### config.mk
export PLATFORM = sky130hd
export DESIGN_NAME = mul_sequencer
export DESIGN_NICKNAME = d
export VERILOG_FILES = /design/src/rtl/mul_sequencer.sv
export SDC_FILE = /design/constraint.sdc
export NUM_CORES = 1
export LEC_CHECK = 0
export ABC_AREA = 1
export CAP_MARGIN = 20
export CORE_MARGIN = 10
export CORE_UTILIZATION = 65
export CTS_CLUSTER_SIZE = 16
export DETAILED_ROUTE_END_ITERATION = 16
export DONT_BUFFER_PORTS = 1
export PLACE_DENSITY_LB_ADDON = 0.2
export SLEW_MARGIN = 15
export SYNTH_ARGS = -nofsm -noshare
export SYNTH_HDL_FRONTEND = slang
export SYNTH_SLANG_ARGS = --single-unit
### constraint.sdc
create_clock -name clk_i -period 4.5 [get_ports clk_i]
set_clock_uncertainty 0.2 [all_clocks]
set_input_delay 0.675 -clock clk_i [delete_from_list [all_inputs] [get_ports clk_i]]
set_output_delay 0.675 -clock clk_i [all_outputs]
set_load 0.01 [all_outputs]
### src/rtl/mul_sequencer.sv
// Multi-cycle shift-add multiplier for the EX-stage MUL operation.
// Stalls the pipeline while iterating, then presents the low WIDTH product bits for one cycle.
`timescale 1ns/1ps

module mul_sequencer #(
   parameter int unsigned WIDTH    = 32,
   parameter logic [2:0]  MUL_CODE = 3'd4
) (
   input  logic             clk_i,
   input  logic             rst_i,
   input  logic             req_i,
   input  logic [2:0]       ALUCtrl_i,
   input  logic             flush_i,
   input  logic [WIDTH-1:0] data1_i,
   input  logic [WIDTH-1:0] data2_i,
   output logic             stall_o,
   output logic             valid_o,
   output logic [WIDTH-1:0] result_o
);

   localparam int unsigned   CW   = $clog2(WIDTH + 1);
   localparam logic [CW-1:0] LAST = CW'(WIDTH - 1);

   typedef enum logic [1:0] {
      IDLE = 2'd0,
      BUSY = 2'd1,
      DONE = 2'd2
   } state_t;

   state_t           state_q, state_d;
   logic [CW-1:0]    count_q, count_d;
   logic [WIDTH-1:0] acc_q, acc_d;
   logic [WIDTH-1:0] mcand_q, mcand_d;
   logic [WIDTH-1:0] mplier_q, mplier_d;
   logic [WIDTH-1:0] result_q, result_d;
   logic             valid_q, valid_d;

   logic             mul_go_s;
   logic [WIDTH-1:0] acc_sum_s;

   assign mul_go_s  = req_i && (ALUCtrl_i == MUL_CODE) && !flush_i;
   assign acc_sum_s = mplier_q[0] ? (acc_q + mcand_q) : acc_q;

   // Next-state and datapath update for the sequencing FSM
   always_comb begin
      state_d  = state_q;
      count_d  = count_q;
      acc_d    = acc_q;
      mcand_d  = mcand_q;
      mplier_d = mplier_q;
      result_d = result_q;
      valid_d  = 1'b0;
      case (state_q)
         IDLE: begin
            if (mul_go_s) begin
               mcand_d  = data1_i;
               mplier_d = data2_i;
               acc_d    = {WIDTH{1'b0}};
               count_d  = {CW{1'b0}};
               state_d  = BUSY;
            end else begin
               state_d  = IDLE;
            end
         end
         BUSY: begin
            if (flush_i) begin
               state_d = IDLE;
            end else begin
               acc_d    = acc_sum_s;
               mcand_d  = mcand_q << 1;
               mplier_d = mplier_q >> 1;
               count_d  = count_q + {{(CW-1){1'b0}}, 1'b1};
               // The last iteration's add is folded straight into the result
               if (count_q == LAST) begin
                  state_d  = DONE;
                  result_d = acc_sum_s;
                  valid_d  = 1'b1;
               end else begin
                  state_d  = BUSY;
               end
            end
         end
         DONE: begin
            state_d = IDLE;
         end
         default: begin
            state_d = IDLE;
         end
      endcase
   end

   // State registers with asynchronous active-low reset
   always_ff @(posedge clk_i or negedge rst_i) begin
      if (!rst_i) begin
         state_q  <= IDLE;
         count_q  <= {CW{1'b0}};
         acc_q    <= {WIDTH{1'b0}};
         mcand_q  <= {WIDTH{1'b0}};
         mplier_q <= {WIDTH{1'b0}};
         result_q <= {WIDTH{1'b0}};
         valid_q  <= 1'b0;
      end else begin
         state_q  <= state_d;
         count_q  <= count_d;
         acc_q    <= acc_d;
         mcand_q  <= mcand_d;
         mplier_q <= mplier_d;
         result_q <= result_d;
         valid_q  <= valid_d;
      end
   end

   // A flush squashes the DONE pulse and releases the stall in the same cycle
   assign stall_o  = rst_i && (((state_q == IDLE) && mul_go_s) ||
                               ((state_q == BUSY) && !flush_i));
   assign valid_o  = valid_q && !flush_i;
   assign result_o = result_q;

endmodule

==> run_results.csv, run 1 <==
group,metric,value,unit
pwr,p_int,3.10,mW
worst_setup_path,worstPathCellList,"nor2_2 > inv_2 > nor2_4 > inv_2 > nand2_4 > inv_1 > buf_4 > nor2_1 > buf_4",
clock_tree,numCtsBuffers,17,
worst_setup_path,cp_max_fo,45,
run_status,run_status,"finished, final reports clean",
route,viasPerCell,5.42,
clock_tree,cts_root_buffer,"clkbuf_16",
floorplan,dieWidth,133,µm
finish,instances_no_fill,1346,
timing,period_needed,3.45,ns
placement,hpwl,14.1,mm
global_route,antenna_found_initial,0,
route,ant_nets,0,
worst_setup_path,start_kind,"flop",
worst_setup_path,cp.arrival,2.57,ns
global_route,grt_use_met2,0.393,
pwr,seqPwrFrac,0.336,
timing,hold_viol,0,
global_route,grt_pass1_vias,7420,
worst_setup_path,critical-path-top-delay-family,"buffers and inverters",
logic_synthesis,synth_area_leaders,"dfrtp_1 41%, nand2_1 21%, inv_1 7.9%, nand3_1 6.8%, ha_1 4.8%",
logic_synthesis,synth_common_cells,"454 x nand2_1, 174 x inv_1, 137 x dfrtp_1, 112 x nand3_1, 58 x nor2_1",
timing,setup_tns,0,ns
logic_synthesis,synth_area_per_cell,7.03,µm²
finish,register_area,3430,µm²
clock_tree,htree_levels,4,
clock_tree,cts_buffer_depth,2,
worst_setup_path,endpoint_kind,"output pin",
timing,finalSetupViolCount,0,
floorplan,fp.dieArea,17600,µm²
global_route,gr-total-overflow,0,
floorplan,die_height,133,µm
worst_setup_path,path_buf_inv,5,
placement,post-place-ws,1.50,ns
route,vias,7302,
global_route,grt.busiest_layer,"met2",
finish,fill_cells,1063,
timing,rsz0062_at_grt,"false",
placement,place_congestion,0.956,
floorplan,initial_core_util,0.661,
route,remaining_drc_errors,0,
worst_setup_path,rr_worst_depth,10,
clock_tree,clk_latency,0.44,ns
logic_synthesis,syn_nets,1281,
placement,io_buffer_count,0,
pwr,vdd_drop_max,0.378,mV
timing,fin_crit_sh,0.766,
pwr,comb_power_share,0.394,
worst_setup_path,reg2reg_to,"count_q[5]",
pwr,swShare,0.403,
route,drt-initial-drc-count,546,
logic_synthesis,synth_area_leader_cell,"dfrtp_1",
timing,timing.final.max_slew_violations,0,
global_route,track_usage,0.238,
floorplan,rows,41,
timing,worst_slew_pin_slew,0.908,ns
placement,placedCellCount,1313,
logic_synthesis,ys_seq_area_frac,0.414,
clock_tree,cts_tree,"built",
global_route,grt_pass1_wl,34.7,mm
logic_synthesis,synth_area,8270,µm²
timing,timing.final.ws_setup,1.05,ns
route,drtPass1Iterations,7,
pwr,power_density,578,nW/µm²
floorplan,core-area,12500,µm²
worst_setup_path,cpPeakStageDelay,0.38,ns
floorplan,ios,105,
logic_synthesis,ys_async_sr_fraction,1.00,
pwr,power.share.clock,0.271,
logic_synthesis,synthFlopType,"dfrtp_1",
worst_setup_path,slowest_stage,"dfrtp_1",
worst_setup_path,crit_end,"stall_o",
finish,syn2layout_area_growth,8.44,%
pwr,total_power,5.19,mW
worst_setup_path,critPathLaunch,"state_q[1]",
worst_setup_path,r2r_setup_slack,1.48,ns
worst_setup_path,worstSetupPathType,"reg2out",
pwr,switching_power,2.09,mW
clock_tree,cts.sinks,137,
logic_synthesis,yosys.area.top_type_share,0.414,
worst_setup_path,cp.depth,9,
finish,layout-drive-gt1-share,0.0528,
flow_run,maxCapViolCount,0,
logic_synthesis,synth_warnings,0,
worst_setup_path,required,3.62,ns
logic_synthesis,yosysMostFrequentCell,"nand2_1",
route,finalWirelength,20.2,mm
timing,holdWs,0.0132,ns
timing,slew_headroom,0.394,
worst_setup_path,r2r-start,"state_q[1]",
logic_synthesis,synth_enable_flop_cells,0,
finish,multiInputGateArea,3990,µm²
pwr,leakage,4.94,nW
finish,num_antenna_cells,0,
global_route,met1_usage,0.286,
logic_synthesis,ys_types,34,
clock_tree,cts_resized,0,
logic_synthesis,ys_ff_latch,137,
hold_path,min_path_type,"in2async",
clock_tree,clk_pin_slew,0.07,ns
logic_synthesis,synth_cells,1177,
finish,nNetsFinal,1265,
route,wl_per_cell,15.0,µm
global_route,use_met3,0.0670,
global_route,grt_start_max_net_pins,138,
timing,max_freq,290,MHz
-- layout by cell type, fill, tap and decap left out, types with 2 or more instances in the layout --
| cell | n |
|---|---|
| nand3_1 | 112 |
| inv_1 | 174 |
| a31oi_1 | 11 |
| xor2_1 | 7 |
| o22ai_1 | 7 |
| o221ai_1 | 31 |
| clkinv_4 | 4 |
| o21ai_0 | 31 |
| or2_1 | 2 |
| inv_8 | 3 |
| inv_2 | 4 |
| ha_1 | 32 |
| nand4_1 | 4 |
| nor2_1 | 58 |
| inv_6 | 3 |
| nand2_1 | 454 |
| xnor2_1 | 9 |
| clkbuf_16 | 17 |
| buf_4 | 6 |
| o211ai_1 | 5 |
| o21bai_1 | 3 |
| or2_2 | 15 |
| nor3_1 | 5 |
| dfrtp_1 | 137 |
| a21oi_1 | 23 |
| clkbuf_8 | 3 |
-- power groups by stage --
stage                     clock [mW]  sequential (mW)  combinational, mW
after detailed placement           0             1.75               1.98
after CTS                       1.42             1.74               2.03
final                           1.41             1.74               2.04
after global routing            1.47             1.78               2.36
after floorplan                    0             1.69               1.61
after global placement             0             1.75               1.92
-- metal layers --
metal | routed length [µm] | share of wire
met3 | 1310 | 0.065
met5 | 0 | 0
met2 | 9590 | 0.47
met4 | 546 | 0.027
met1 | 8790 | 0.43
-- flip-flops by register name, indices dropped and copies added, names as in the netlist --
| register | cells |
|---|---|
| mplier_q | 32 |
| acc_q | 32 |
| count_q | 6 |
| mcand_q | 32 |
| state_q | 2 |
| result_o | 32 |
| valid_q | 1 |
-- metrics by stage --
step	utilization	area, µm²
after floorplan	-	8270
after global placement	0.667	8350
after detailed placement	0.667	8350
after CTS	0.717	8970
after global routing	0.717	8970
final	0.717	8970
-- worst min path at each step --
stage	start	endpoint	slack (ns)
global placement	rst_i	result_o[14]	0.19
CTS	rst_i	acc_q[13]	0.04
finish	rst_i	acc_q[13]	0.01
global route	rst_i	mcand_q[14]	0.07
detailed placement	rst_i	mcand_q[15]	0.19
floorplan	rst_i	acc_q[0]	0.18
-- cell families after synthesis --
logic type / after synthesis / share of synthesized area
buffers and inverters: 220 / 0.104
XOR/XNOR: 16 / 0.0169
AND/OR/NAND/NOR: 657 / 0.325
flip-flops: 137 / 0.414
adder cells (fa/ha/maj): 33 / 0.0508
AO/OA/AOI/OAI: 114 / 0.0889
-- worst reg2reg max path, stage by stage, from the launching register on --
cell and delay [ns]:
dfrtp_1 0.38, nor2_2 0.37, inv_2 0.19, nor2_4 0.13, inv_2 0.28, nand2_4 0.17, buf_4 0.57, and3_1 0.34
nand2_1 0.07, xor2_1 0.12, nor2_1 0.05
-- what timing repair did --
action / 4_1_cts / 5_1_grt
setup buffers: 0 / 0
hold buffers: 1 / 0
hold endpoints to repair: 137 / 0
-- area by class of cell --
class / count / share of cell area
flip-flops and latches: 137 / 0.382
repair buffers: 7 / 0.00809
clock buffers: 20 / 0.0520
well taps: 172 / 0.0240
clock inverters: 12 / 0.0145
multi-input cells: 820 / 0.445
inverters: 178 / 0.0745
(Power assumes the default switching activity.)
==> run 2, diff against run 1 <==
==> constraint.sdc (replaced) <==
create_clock -name clk_i -period 3.4 [get_ports clk_i]
set_clock_uncertainty 0.2 [all_clocks]
set_input_delay 0.51 -clock clk_i [delete_from_list [all_inputs] [get_ports clk_i]]
set_output_delay 0.51 -clock clk_i [all_outputs]
set_load 0.01 [all_outputs]
==> run 2 against run 1 <==
Against the previous run:
- the run now ends with hold timing left
- hold slack lost 0.44 ns
- count of clock-buffer cells in the layout increased by 1
- combinational power is 32% higher
- total power grew 30%
- first-iteration DRC count rose by 13%
- global-route usage up 0.79 points
- setup slack got worse by 0.65 ns
- sequential cell count did not move
- register-to-register slack worse by 0.78 ns
- critical path type unchanged
- largest cell class unchanged
==> run_results.csv, run 2 (same netlist as run 1, synthesis figures left out) <==
group,metric,value,unit
run_status,run_status,"finished with violations",
run_status,violations,"hold timing",
global_route,antenna_found_initial,0,
finish,syn2layout_area_growth,10.6,%
global_route,grt_pass1_vias,7460,
finish,layout-drive-gt1-share,0.0500,
clock_tree,cts_buffer_depth,2,
flow_run,maxCapViolCount,0,
finish,final_util,0.731,
finish,mostFrequentLayoutCells,"454 x nand2_1, 174 x inv_1, 137 x dfrtp_1",
worst_setup_path,worstSetupPathType,"reg2out",
timing,slew_headroom,0.381,
finish,num_antenna_cells,0,
clock_tree,clk_latency,0.43,ns
worst_setup_path,cp.arrival,2.29,ns
global_route,track_usage,0.246,
worst_setup_path,start_kind,"flop",
worst_setup_path,cpPeakStageDelay,0.39,ns
route,viasPerCell,5.35,
timing,setup_tns,0,ns
worst_setup_path,crit_top_cell,"inv_2",
clock_tree,htree_levels,4,
placement,placed_area,8350,µm²
hold_path,min_path_type,"in2async",
floorplan,ios,105,
timing,period_needed,3.00,ns
route,finalWirelength,20.9,mm
floorplan,rows,41,
placement,place_congestion,0.934,
pwr,vdd_drop_max,0.558,mV
floorplan,fp.dieArea,17600,µm²
finish,final_cell_area,9150,µm²
clock_tree,hold_buffers,25,
clock_tree,cts.sinks,137,
route,vias,7338,
timing,timing.final.max_slew_violations,0,
clock_tree,cts_resized,0,
worst_setup_path,cp_max_fo,40,
timing,rsz0062_at_grt,"false",
clock_tree,cts_tree,"built",
floorplan,dieWidth,133,µm
worst_setup_path,required,2.69,ns
worst_setup_path,slowest_stage,"dfrtp_1",
clock_tree,cts_root_buffer,"clkbuf_16",
route,drtPass1Iterations,5,
pwr,total_power,6.73,mW
placement,io_buffer_count,0,
global_route,grt_pass1_wl,35.7,mm
pwr,power_density,736,nW/µm²
route,ant_nets,0,
pwr,leakage,5.00,nW
clock_tree,cts_setup_buffers,0,
floorplan,core-area,12500,µm²
timing,fin_crit_sh,0.882,
timing,hold_viol,137,
timing,holdWs,-0.427,ns
floorplan,die_height,133,µm
global_route,gr-total-overflow,0,
clock_tree,numCtsBuffers,17,
worst_setup_path,worstPathCellList,"nor2_2 > inv_2 > nor2_4 > inv_2 > nand2_4 > inv_1 > nor2_1 > buf_4",
route,drt-initial-drc-count,619,
timing,worst_slew_pin_slew,0.927,ns
route,wl_per_cell,15.2,µm
placement,hpwl,14.5,mm
timing,max_freq,333,MHz
finish,nNetsFinal,1290,
clock_tree,clk_pin_slew,0.06,ns
floorplan,initial_core_util,0.661,
route,remaining_drc_errors,0,
global_route,grt_start_max_net_pins,139,
worst_setup_path,r2r_setup_slack,0.70,ns
finish,mostFrequentLayoutCell,"nand2_1",
timing,finalSetupViolCount,0,
worst_setup_path,endpoint_kind,"output pin",
==> run 2: worst max-delay path: cells and delay by family (launching register included) <==
family                 cells  cell delay (ns)
DFF                        1             0.39
buffers and inverters      4             0.49
and+or+nand+nor            4             0.96
==> run 2: area by class of cell <==
| type | instances | area [µm²] |
|---|---|---|
| multi-input combinational | 820 | 3990 |
| fill | 1050 | 3360 |
| sequential | 137 | 3430 |
| tap | 172 | 215 |
| clock inverter | 11 | 88.8 |
| timing repair buffer | 32 | 303 |
| inverter | 178 | 668 |
| clock buffer | 21 | 460 |
==> run 2: final timing paths <==
kind                              from  cells after the start      endpoint
min                              rst_i                      0  result_o[15]
min in group clk_i         data1_i[15]                      2   mcand_q[15]
max in group asynchronous        rst_i                      0  mplier_q[11]
max                         state_q[1]                      8       stall_o
min reg2reg                  acc_q[10]                      2     acc_q[10]
max reg2reg                 state_q[1]                      8  result_o[13]
==> run 2: metal layers <==
| layer | vias up | wire length, µm | track usage |
|---|---|---|---|
| li1 | 3741 | - | - |
| met1 | 3364 | 9060 | 0.303 |
| met2 | 199 | 9990 | 0.404 |
| met3 | 34 | 1410 | 0.0746 |
| met4 | 0 | 400 | 0.0801 |
| met5 | - | 0 | 0 |
==> run 2: through the flow <==
step,hold slack [ns],instances,worst slack (ns)
4_1_cts,-0.440,1371,0.397
6_report,-0.427,1371,0.401
3_3_place_gp,0.0201,1314,0.878
2_1_floorplan,0.0144,1177,1.18
5_1_grt,-0.447,1371,0.181
3_5_place_dp,0.0199,1314,0.792
==> run 2: power breakdown <==
group	internal, mW	switching [mW]	leakage [nW]
registers	2.03	0.288	1.78
clock network	0.980	0.745	0.261
logic	0.998	1.69	2.96
total	4.01	2.73	5.00
==> run 3, diff against run 2 <==
--- a/config.mk
+++ b/config.mk
@@ -13,6 +13,7 @@
 export DETAILED_ROUTE_END_ITERATION = 16
 export DONT_BUFFER_PORTS = 1
 export PLACE_DENSITY_LB_ADDON = 0.2
+export SETUP_SLACK_MARGIN = 0.05
 export SLEW_MARGIN = 15
 export SYNTH_ARGS = -nofsm -noshare
 export SYNTH_HDL_FRONTEND = slang
==> results of run 3 <==
The final DEF is identical to that of run 2; final timing and power are the same.
==> edit 1: new RTL, flow settings as in run 3 <==
The 3 states of `state_t` get a one-hot encoding in 3 bits.
--- a/src/rtl/mul_sequencer.sv
+++ b/src/rtl/mul_sequencer.sv
@@ -23,6 +23,6 @@
 
-   typedef enum logic [1:0] {
-      IDLE = 2'd0,
-      BUSY = 2'd1,
-      DONE = 2'd2
+   typedef enum logic [2:0] {
+      IDLE = 3'b001,
+      BUSY = 3'b010,
+      DONE = 3'b100
    } state_t;
Behaviour: no difference found for any inputs over 10 cycles, from zero or initial values and one cycle with rst_i low; not proved beyond that.
==> edit 1 against run 3 <==
The flow still finishes with violations (negative hold slack). Non-clock buffer count down 12. Global-route usage rose by 0.55 points. Synthesized area grew 1.6%. Final area rose by 0.31%. Wire length increased by 5.0%. Register-to-register slack lost 40 ps. Sequential cell count up 1. Setup slack got worse by 100 ps. Critical path type unchanged. Critical endpoint unchanged. Largest cell class unchanged.
Power is not compared: it rests on default switching activity, and its combinational part moved more than twofold at a synthesized area within 25%.
==> edit 1: results (changes against run 3) <==
| Metric | Value |
|---|---|
| Dpl cell area | `8453 sq um (was 8354 sq um)` |
| Worst reg2reg endpoint | `acc_q[19] (was result_o[13])` |
| WL final | `21,920 microns (was 20,870 microns)` |
| Compound-gate portion of the synthesized area | `11.13% (was 8.893%)` |
| Final RePlAce weighted congestion | `0.9491 (was 0.9340)` |
| Xor and xnor area share after synthesis | `1.563% (was 1.694%)` |
| Worst R2R Setup Slack | `660 ps (was 700 ps)` |
| Slew HR | `35.79% (was 38.10%)` |
| Post-Synth Adder-Cell Area | `5.001% (was 5.082%)` |
| Failing checks | `negative hold slack (unchanged)` |
| Worst slack, placed | `712.5 ps (was 791.5 ps)` |
| R2R depth | `6 (was 8)` |
| Crit-path max FO | `28 (was 40)` |
| First-pass GRT wire length | `36,310 microns (was 35,670 microns)` |
| Top post-synthesis cells by area | `dfrtp_1 (41%), nand2_1 (20%), inv_1 (7.9%) (was dfrtp_1 (41%), nand2_1 (21%), inv_1 (7.9%))` |
| Hold Violations, Final | `140 (was 137)` |
| Smallest hold slack | `-440.2 ps (was -427.0 ps)` |
| Largest net degree at the start of global routing | `140 (was 139)` |
| GRT Util Overall | `25.17% (was 24.62%)` |
| Vias per cell | `5.521 (was 5.352)` |
| Most frequent cells after synthesis | `nand2_1 (438), inv_1 (176), dfrtp_1 (137) (was nand2_1 (454), inv_1 (174), dfrtp_1 (137))` |
| Sequential-to-total area share from yosys stat | `41.09% (was 41.44%)` |
| Status | `finished, violations left (unchanged)` |
| Arr. time, crit path | `2390 ps (was 2290 ps)` |
| Fillcell total | `1,065 (was 1,050)` |
| Syn Area/Cell | `7.149 sq um (was 7.029 sq um)` |
| DR pass1 iterations | `6 (was 5)` |
## edit 1: area by class of cell
class	count	area [sq um]	share of cell area, %
Clock buffer	20	446.7	4.864
Clock inverter	12	162.7	1.771
Inverter	178	668.1	7.276
Multi-Input combinational cell	818	4055	44.16
Sequential cell	138	3455	37.62
Tap cell	172	215.2	2.344
Timing Repair Buffer	20	180.2	1.962
## edit 1: worst max-delay path: stages (launching register included)
cell	delay [ps]
dfrtp_1	360
inv_1	80
nand3_2	350
nor2_4	590
nor2_4	90
buf_4	250
nor2_1	220
## edit 1: power groups by stage
stage / Combinational, mW / Sequential (mW) / Clock, mW
3_5_place_dp: 1.08 / 2.05 / 0
2_1_floorplan: 0.893 / 1.97 / 0
3_3_place_gp: 1.04 / 2.05 / 0
4_1_cts: 1.10 / 2.03 / 1.96
5_1_grt: 1.27 / 2.05 / 2.03
6_report: 1.11 / 2.04 / 1.95
## edit 1: stage by stage
stage / utilization [%] / hold slack (ps)
after CTS: 72.68 / -443.2
after detailed placement: 66.98 / 17.83
after floorplan: - / 14.41
after global routing: 72.76 / -452.5
final: 72.76 / -440.2
after global placement: 66.98 / 18.47
## edit 1: per-layer routing
| metal | vias to the layer above | track usage (%) | share of wire (%) | wire length (microns) |
|---|---|---|---|---|
| met1 | 3474 | 33.40 | 45 | 9865 |
| met2 | 267 | 38.93 | 45 | 9875 |
| met3 | 29 | 7.444 | 8.2 | 1807 |
| li1 | 3728 | - | - | - |
| met5 | - | 0 | 0 | 0 |
| met4 | 0 | 7.497 | 1.7 | 370 |
## edit 1: what timing repair did
item	CTS	global route
endpoints found under the hold margin	149	139
hold buffers	11	1
endpoints found under the setup margin	0	0
## edit 1: logic make-up after synthesis
group / Yosys count
and+or+nand+nor: 618
adders and majority gates: 33
buffers and inverters: 220
xor gates and xnor gates: 15
DFF: 138
AOI/OAI and AO/OA: 152
## edit 1: worst max-delay path by stage
stage	start	slack [ps]	depth (start not counted)	to
after global routing	state_q[2]	100	6	stall_o
after detailed placement	state_q[2]	710	6	mplier_q[18]
after floorplan	acc_q[0]	1290	12	acc_q[20]
after global placement	state_q[2]	770	6	mplier_q[2]
final	state_q[2]	300	6	stall_o
after CTS	state_q[2]	310	6	stall_o
==> edit 2: new RTL, config.mk and constraints of run 3 <==
Made on the original files. Set the parameter `WIDTH` to 16 (it was 32).
--- a/src/rtl/mul_sequencer.sv
+++ b/src/rtl/mul_sequencer.sv
@@ -5,3 +5,3 @@
 module mul_sequencer #(
-   parameter int unsigned WIDTH    = 32,
+   parameter int unsigned WIDTH    = 16,
    parameter logic [2:0]  MUL_CODE = 3'd4
Ports: changed (resized data1_i, data2_i and result_o); port bits go from 105 to 57. The function was not compared with the original's and may differ.
==> edit 2 against run 3 <==
Synthesized area down 51%. Synthesized cell count shrank 54%. Total power is 50% lower. Wire length fell by 54%. Sequential power down 46%. Highest routed layer unchanged. Sequential cell count is 66 lower. Critical endpoint unchanged. Largest power group unchanged. Critical path type unchanged. Fmax increased by 1.3%. Final area down 53%. Setup slack gained 39 ps.
==> edit 2: results (changes against run 3) <==
| Metric | Value |
|---|---|
| Yosys cell types | `32 (was 34)` |
| Worst R2R Setup Slack | `950 ps (was 700 ps)` |
| Synth Net Count | `597 (was 1,281)` |
| Final nets | `594 (was 1,290)` |
| Leak | `2.228 nW (was 4.995 nW)` |
| Met2 usage | `30.26% (was 40.43%)` |
| CTS root buf | `clkbuf_8 (was clkbuf_16)` |
| Iter 0 DRT Violations | `254 (was 619)` |
| Vias in the first global route | `3,407 (was 7,460)` |
| Worst reg2reg endpoint | `count_q[3] (was result_o[13])` |
| Final Instance Area | `4279 sq um (was 9154 sq um)` |
| Xor and xnor area share after synthesis | `1.297% (was 1.694%)` |
| R2R depth | `9 (was 8)` |
| Psw | `1.409 mW (was 2.725 mW)` |
| Clock Latency Late Sink | `350 ps (was 430 ps)` |
| Grt met1 use | `26.04% (was 30.27%)` |
| Share of cells above drive strength 1 | `6.296% (was 5.004%)` |
| Final RePlAce weighted congestion | `0.8688 (was 0.9340)` |
| Longest Clk Path Bufs | `2 (unchanged)` |
| Most frequent cells after synthesis | `nand2_1 (179), dfrtp_1 (71), inv_1 (68) (was nand2_1 (454), inv_1 (174), dfrtp_1 (137))` |
| Vias | `3,457 (was 7,338)` |
| Peak supply drop | `0.0004464 V (was 0.0005578 V)` |
| Compound-gate portion of the synthesized area | `11.83% (was 8.893%)` |
| Sequential-to-total area share from yosys stat | `43.87% (was 41.44%)` |
| Met1 wire length | `4318 microns (was 9062 microns)` |
| Post-Synth Adder-Cell Area | `5.746% (was 5.082%)` |
| Cts bufs inserted | `9 (was 17)` |
| Worst Tran Pin Value | `952.1 ps (was 927.1 ps)` |
| Design Power | `3.352 mW (was 6.734 mW)` |
| Top post-synthesis cells by area | `dfrtp_1 (44%), nand2_1 (17%), inv_1 (6.3%) (was dfrtp_1 (41%), nand2_1 (21%), inv_1 (7.9%))` |
| Met3 WL | `698 microns (was 1413 microns)` |
| First-pass GRT wire length | `16,330 microns (was 35,670 microns)` |
| Largest net degree at the start of global routing | `72 (was 139)` |
| CP max stage cell | `inv_1 (was dfrtp_1)` |
| WL final | `9527 microns (was 20,870 microns)` |
| CP max stage delay | `440 ps (was 390 ps)` |
| Arr. time, crit path | `2250 ps (was 2290 ps)` |
| CTS H-Tree Depth | `3 (was 4)` |
| GRT Util Overall | `20.21% (was 24.62%)` |
| Logic pwr share | `43.6% (was 39.9%)` |
| Status | `finished, final reports clean (was finished, violations left)` |
| Dpl cell area | `4065 sq um (was 8354 sq um)` |
| DP HPWL | `6741 microns (was 14,460 microns)` |
| Metal2 WL | `4314 microns (was 9991 microns)` |
| Hold Crit Class | `in -> reg (was in -> async)` |
| CP Launch Point | `state_q[0] (was state_q[1])` |
## edit 2: worst reg2reg max path, stage by stage, from the launching register on
cell     delay (ps)
dfrtp_1         430
nor2_4          140
inv_2           140
nor2_4          300
inv_2           200
nand2_2         120
buf_4           480
nand2_1         140
xor2_1          160
nor2_1           50
## edit 2: what timing repair did
item	CTS	global route
hold buffers	2	0
gates resized for setup	0	0
endpoints found under the hold margin	71	0
## edit 2: stage by stage
stage,hold WS (ps),setup slack (ps),instances
2_1_floorplan,14.41,1355,540
3_3_place_gp,17.11,862.8,599
3_5_place_dp,17.28,803.7,599
4_1_cts,88.53,428.0,615
5_1_grt,80.25,210.7,615
6_report,93.36,439.1,615
## edit 2: kinds of logic after synthesis
family | after synthesis
simple gates | 272
buf+inv | 92
compound gates | 81
flops | 71
fa+ha+maj | 18
xor+xnor | 6
## edit 2: layout make-up
class,count,area share [%]
multi-input combinational,377,44.27
clock inverter,4,1.140
clock buffer,10,2.982
inverter,72,6.316
timing repair buffer,6,1.579
sequential,71,41.52
tap,75,2.193
